--- src/rtl/kbd_pkg.sv ---
// Shared types and defaults for the key-event scheduler.
package kbd_pkg;

  // One key event as it moves through the queue.
  typedef struct packed {
    logic       pressed;
    logic       extended;
    logic [7:0] code;
  } kbd_event_t;

  // Scheduler FSM: IDLE pops the next event, HOLD paces the emitted one.
  typedef enum logic [0:0] {
    S_IDLE = 1'b0,
    S_HOLD = 1'b1
  } sched_state_t;

  localparam int DEFAULT_HOLD_CYCLES = 400000;
  localparam int DEFAULT_FIFO_DEPTH  = 8;
  localparam int DEFAULT_CNT_W       = 20;

endpackage

--- src/rtl/kbd_event_fifo.sv ---
// Show-ahead synchronous FIFO of key events. Full/empty come from the
// registered count, so a push while full is refused even if a pop happens
// in the same cycle.
module kbd_event_fifo
  import kbd_pkg::*;
#(
  parameter int DEPTH = DEFAULT_FIFO_DEPTH
) (
  input  logic                   clk,
  input  logic                   reset,
  input  logic                   push,
  input  logic                   pop,
  input  kbd_event_t             din,
  output kbd_event_t             dout,
  output logic                   full,
  output logic                   empty,
  output logic [$clog2(DEPTH):0] count
);

  localparam int AW = $clog2(DEPTH);
  localparam int CW = AW + 1;

  kbd_event_t    mem [DEPTH];
  logic [AW-1:0] wr_ptr;
  logic [AW-1:0] rd_ptr;
  logic          wr_en;
  logic          rd_en;

  assign full  = (count == CW'(DEPTH));
  assign empty = (count == '0);
  assign wr_en = push && !full;
  assign rd_en = pop && !empty;
  assign dout  = mem[rd_ptr];

  // Storage array; contents need no reset because count gates every read.
  always_ff @(posedge clk) begin
    if (wr_en) mem[wr_ptr] <= din;
  end

  // Pointers and occupancy; DEPTH is a power of two so pointers wrap naturally.
  always_ff @(posedge clk) begin
    if (reset) begin
      wr_ptr <= '0;
      rd_ptr <= '0;
      count  <= '0;
    end else begin
      if (wr_en) wr_ptr <= wr_ptr + 1'b1;
      if (rd_en) rd_ptr <= rd_ptr + 1'b1;
      case ({wr_en, rd_en})
        2'b10:   count <= count + CW'(1);
        2'b01:   count <= count - CW'(1);
        default: count <= count;
      endcase
    end
  end

endmodule

--- src/rtl/kbd_event_sched.sv ---
// Merges live PS/2 key events and injected (autotype) events into one queue
// and replays them to the keyboard matrix as a toggle-strobe stream, holding
// each event for HOLD_CYCLES so the Z80 scan routine sees it.
//
// Injection handshake: inj_ready is combinational; an event transfers in a
// cycle where inj_valid && inj_ready. The source may hold inj_valid and its
// data across refused cycles; nothing is taken until ready is seen high.
module kbd_event_sched
  import kbd_pkg::*;
#(
  parameter int FIFO_DEPTH  = DEFAULT_FIFO_DEPTH,
  parameter int HOLD_CYCLES = DEFAULT_HOLD_CYCLES,
  parameter int CNT_W       = DEFAULT_CNT_W
) (
  input  logic       clk,
  input  logic       reset,
  input  logic       ps2_strobe,
  input  logic       ps2_pressed,
  input  logic       ps2_extended,
  input  logic [7:0] ps2_code,
  input  logic       inj_valid,
  output logic       inj_ready,
  input  logic       inj_pressed,
  input  logic       inj_extended,
  input  logic [7:0] inj_code,
  output logic       key_strobe,
  output logic       key_pressed,
  output logic       key_extended,
  output logic [7:0] key_code,
  output logic       busy,
  output logic       overflow
);

  localparam int              CW        = $clog2(FIFO_DEPTH) + 1;
  localparam logic [CNT_W-1:0] HOLD_LOAD = CNT_W'(HOLD_CYCLES - 1);

  sched_state_t     state;
  sched_state_t     state_next;
  logic [CNT_W-1:0] hold_cnt;
  logic             strobe_prev;
  logic             ps2_evt;
  logic             inj_fire;
  logic             fifo_push;
  logic             fifo_pop;
  logic             fifo_full;
  logic             fifo_empty;
  logic [CW-1:0]    fifo_count;
  logic             load_out;
  logic             cnt_dec;
  kbd_event_t       push_event;
  kbd_event_t       head;

  // Edge detector history; loading it in reset too avoids a phantom event.
  always_ff @(posedge clk) begin
    strobe_prev <= ps2_strobe;
  end

  // PS/2 has strict priority: an injected event is refused in a PS/2 cycle.
  assign ps2_evt    = (ps2_strobe != strobe_prev);
  assign inj_ready  = !fifo_full && !ps2_evt;
  assign inj_fire   = inj_valid && inj_ready;
  assign fifo_push  = ps2_evt || inj_fire;
  assign push_event = ps2_evt ? kbd_event_t'{ps2_pressed, ps2_extended, ps2_code}
                              : kbd_event_t'{inj_pressed, inj_extended, inj_code};

  kbd_event_fifo #(
    .DEPTH (FIFO_DEPTH)
  ) u_fifo (
    .clk   (clk),
    .reset (reset),
    .push  (fifo_push),
    .pop   (fifo_pop),
    .din   (push_event),
    .dout  (head),
    .full  (fifo_full),
    .empty (fifo_empty),
    .count (fifo_count)
  );

  // Sticky drop flag: a PS/2 event arriving on a full queue is lost.
  always_ff @(posedge clk) begin
    if (reset)                      overflow <= 1'b0;
    else if (ps2_evt && fifo_full)  overflow <= 1'b1;
  end

  // FSM state register.
  always_ff @(posedge clk) begin
    if (reset) state <= S_IDLE;
    else       state <= state_next;
  end

  // FSM next state: leave IDLE on any queued event, leave HOLD when the count expires.
  always_comb begin
    state_next = state;
    case (state)
      S_IDLE:  if (!fifo_empty) state_next = S_HOLD;
      S_HOLD:  if (hold_cnt == '0) state_next = S_IDLE;
      default: state_next = S_IDLE;
    endcase
  end

  // FSM outputs: pop and load together, count down only while holding.
  always_comb begin
    fifo_pop = 1'b0;
    load_out = 1'b0;
    cnt_dec  = 1'b0;
    case (state)
      S_IDLE: begin
        fifo_pop = !fifo_empty;
        load_out = !fifo_empty;
      end
      S_HOLD:  cnt_dec = (hold_cnt != '0);
      default: ;
    endcase
  end

  // Hold counter: loaded on emission, runs down to zero during HOLD.
  always_ff @(posedge clk) begin
    if (reset)         hold_cnt <= '0;
    else if (load_out) hold_cnt <= HOLD_LOAD;
    else if (cnt_dec)  hold_cnt <= hold_cnt - 1'b1;
  end

  // Output registers: event fields and strobe change on the same edge.
  always_ff @(posedge clk) begin
    if (reset) begin
      key_strobe   <= 1'b0;
      key_pressed  <= 1'b0;
      key_extended <= 1'b0;
      key_code     <= 8'h00;
    end else if (load_out) begin
      key_strobe   <= ~key_strobe;
      key_pressed  <= head.pressed;
      key_extended <= head.extended;
      key_code     <= head.code;
    end
  end

  assign busy = (state == S_HOLD) || (fifo_count != '0);

endmodule

--- config.mk ---
export PLATFORM = sky130hd
export DESIGN_NAME = kbd_event_sched
export DESIGN_NICKNAME = d
export VERILOG_FILES = /design/src/rtl/kbd_pkg.sv /design/src/rtl/kbd_event_fifo.sv /design/src/rtl/kbd_event_sched.sv
export SDC_FILE = /design/constraint.sdc
export NUM_CORES = 1
export LEC_CHECK = 0
export BUFFER_PORTS_ARGS = -buffer_cell sky130_fd_sc_hd__buf_2
export CORE_ASPECT_RATIO = 0.7
export CORE_MARGIN = 1
export CORE_UTILIZATION = 59
export DETAILED_ROUTE_END_ITERATION = 7
export PLACE_DENSITY = 0.82
export SETUP_SLACK_MARGIN = 0.2
export SLEW_MARGIN = 25
export SYNTH_ARGS = -nofsm -noshare
export SYNTH_HDL_FRONTEND = slang
export SYNTH_SLANG_ARGS = --single-unit
--- constraint.sdc ---
create_clock -name clk -period 3.3 [get_ports clk]
set_input_delay 0 -clock clk [delete_from_list [all_inputs] [get_ports clk]]
set_output_delay 0 -clock clk [all_outputs]
set_load 0.02 [all_outputs]
==> results.json <==
{
  "syn_area_per_cell_sq_um": 13.4,
  "place_hpwl_um": 6700,
  "numCtsBuffers": 17,
  "cts.htree.levels": 4,
  "min_period_ns": 2.83,
  "cts_sinks": 124,
  "start_kind": "register",
  "cp-end-kind": "register",
  "grt_overflow": 0,
  "crit_top_cell": "a21oi_1",
  "synth_top_area_frac": 0.464,
  "wirelength_um": 11600,
  "max_freq_mhz": 353,
  "grt_usage": 0.276,
  "grt_max_degree": 37,
  "start_util": 0.611,
  "drcViolationCount": 0,
  "antenna_cells": 0,
  "grt_pass1_wl_um": 17900,
  "synth_top_area_cell": "edfxtp_1",
  "cts_buffer_depth": 2,
  "post-route-period-util": 0.858,
  "dr.pass1.iters": 5,
  "cp_max_fo": 7,
  "peakVddDrop_v": 0.000597,
  "synth_edf_count": 80,
  "io_pins": 38,
  "status": "complete, no violations",
  "coreArea_sq_um": 8480,
  "antenna_left": 0,
  "synth.area.top_cells": "edfxtp_1, dfxtp_1, mux4_2",
  "drt_iter0_drc": 345,
  "row_count": 28,
  "area_growth_pct": 18.1,
  "finalHoldViolCount": 0,
  "final_nets": 466,
  "critPathSlowestCell": "nor4b_1",
  "crit_type": "register to register",
  "clock_skew_ns": 0.00654,
  "hp-class": "input pin to register",
  "worst_ep_required_time_ns": 3.64,
  "arrival_ns": 3.17,
  "cpPeakStageDelay_ns": 0.57,
  "rsz0062_at_grt": "false",
  "tns_ns": 0,
  "die_area_sq_um": 9160,
  "syn_area_sq_um": 5180,
  "maxSlewHeadroom": 0.345,
  "powerDensity_nw_per_um2": 932,
  "power_leakage_nw": 2.19,
  "vias": 3424,
  "dieWidth_um": 114,
  "port_buffers": 37,
  "setup_viol": 0,
  "routabilityCongestion": 0.864,
  "worstPathCellList": "nor4b_1 > a21oi_1 > inv_1 > ha_1 > xor2_1 > ha_1 > a21oi_1 > xor2_1 > or3_1 > a21oi_1",
  "fin_total_pwr_w": 0.00569,
  "drive_above_1_share": 0.230,
  "antenna_found_initial": 0,
  "synthFlopType": "edfxtp_1",
  "yosysUniqueCellTypes": 36,
  "wl_per_cell_um": 20.5,
  "synth_cells": 386,
  "clkTransAtPathRegs_ns": 0.05,
  "path_buf_inv": 1,
  "die-height_um": 80.4,
  "ys_ff_latch": 124,
  "vias_per_cell": 6.03,
  "clock_latency_ns": 0.41,
  "async_flop_share": 0,
  "tightest_slew_ns": 0.979,
  "synth_nets": 417,
  "slew_violations": 0,
  "ys_warn_count": 0,
  "clockRootBuffer": "clkbuf_16",
  "critical-path-top-delay-family": "simple AND/OR/NAND/NOR gates",
  "first_global_vias": 3380,
  "synth.yosys.seq_area_share": 0.634,
  "cts_tree": "built",
  "maxCapViolations": 0
}
-- synthesized netlist by cell type, drive strengths merged, types with 2 or more instances --
| cell type | count |
|---|---|
| a21oi | 16 |
| nor4b | 2 |
| a31oi | 2 |
| clkbuf | 16 |
| mux4 | 20 |
| nand2b | 5 |
| or4 | 3 |
| o31ai | 3 |
| xnor2 | 13 |
| nand3 | 3 |
| nor3 | 10 |
| a211oi | 16 |
| a2111oi | 3 |
| or2 | 2 |
| o21ai | 4 |
| ha | 7 |
| nor2 | 35 |
| dfxtp | 44 |
| nand2 | 43 |
| mux2i | 11 |
| edfxtp | 80 |
| nand3b | 2 |
| or3b | 2 |
| buf | 4 |
| or3 | 8 |
| xor2 | 11 |
| nor4 | 11 |
| inv | 6 |
-- logic make-up (layout without fill, tap and decap cells) --
| logic type | after synthesis | count (layout) | share of synthesized area |
|---|---|---|---|
| buffers and inverters | 26 | 88 | 0.0196 |
| and+or+nand+nor | 128 | 128 | 0.119 |
| xor gates and xnor gates | 24 | 24 | 0.0406 |
| adders and majority gates | 7 | 7 | 0.0169 |
| AOI/OAI and AO/OA | 46 | 46 | 0.0611 |
| muxes | 31 | 31 | 0.108 |
| DFF | 124 | 124 | 0.634 |
-- power breakdown --
part           switching, W  internal, W
registers          0.000237      0.00198
logic               0.00100     0.000685
clock network      0.000629      0.00116
total               0.00187      0.00383
-- sequential cells by signal (all words and copies together), names as in the netlist, 3 cells and up --
register,cells
key_code,8
hold_cnt,20
u_fifo.wr_ptr,3
u_fifo.rd_ptr,3
u_fifo.mem,80
u_fifo.count,4
-- what timing repair did --
item	in CTS	in global routing
hold buffers	1	0
hold endpoints to repair	1	0
endpoints found under the setup margin	1	0
resized for setup	1	0
buffers inserted	0	0
-- area by class of cell --
cell class / instances / area (sq um)
inverters: 6 / 22.5
flip-flops and latches: 124 / 3280
clock buffers: 20 / 437
fillers: 555 / 2370
repair buffers: 50 / 285
clock inverters: 12 / 128
well taps: 120 / 150
multi-input cells: 236 / 1810
-- per-layer routing --
layer | GRT usage | part of all wire | routed length, um
met3 | 0.0808 | 0.087 | 1010
met4 | 0.123 | 0.018 | 206
met1 | 0.365 | 0.42 | 4830
met5 | 0 | 0 | 0
met2 | 0.426 | 0.48 | 5590
-- metrics by stage --
step	hold slack, ns	util	cell area [sq um]	setup WS (ns)	instances
finish	0.0395	0.721	6110	0.467	568
floorplan	0.0277	-	5180	0.502	386
CTS	0.0288	0.721	6110	0.498	568
global route	0.0738	0.721	6110	0.332	568
global placement	0.148	0.652	5530	0.353	535
detailed placement	0.154	0.652	5530	0.156	535
-- worst reg2reg max path: stages (launching register included) --
cell,delay (ns)
dfxtp_1,0.38
nor4b_1,0.57
a21oi_1,0.22
inv_1,0.25
ha_1,0.30
xor2_1,0.18
ha_1,0.18
a21oi_1,0.05
xor2_1,0.17
or3_1,0.32
a21oi_1,0.15
-- cells in the final DEF, fill, tap and decap left out, types with 7 or more instances in the layout --
cell	count
a211oi_1	16
mux4_2	20
ha_1	7
buf_2	37
nand2_1	43
nor4_1	10
clkbuf_16	17
nor3_1	10
buf_4	12
a21oi_1	16
mux2i_1	11
dfxtp_1	44
xor2_1	11
xnor2_1	12
nor2_1	35
edfxtp_1	80
-- final timing paths --
| kind | slack (ns) | start | cells past startpoint | end |
|---|---|---|---|---|
| setup / recovery | 0.47 | u_fifo.count[1] | 10 | u_fifo.count[2] |
| hold / removal | 0.04 | inj_code[1] | 3 | u_fifo.mem[0][1] |
| setup reg to reg | 0.47 | u_fifo.count[1] | 10 | u_fifo.count[2] |
| hold reg to reg | 0.49 | key_code[1] | 2 | key_code[1] |
No activity file was read; power rests on OpenSTA's default activity.
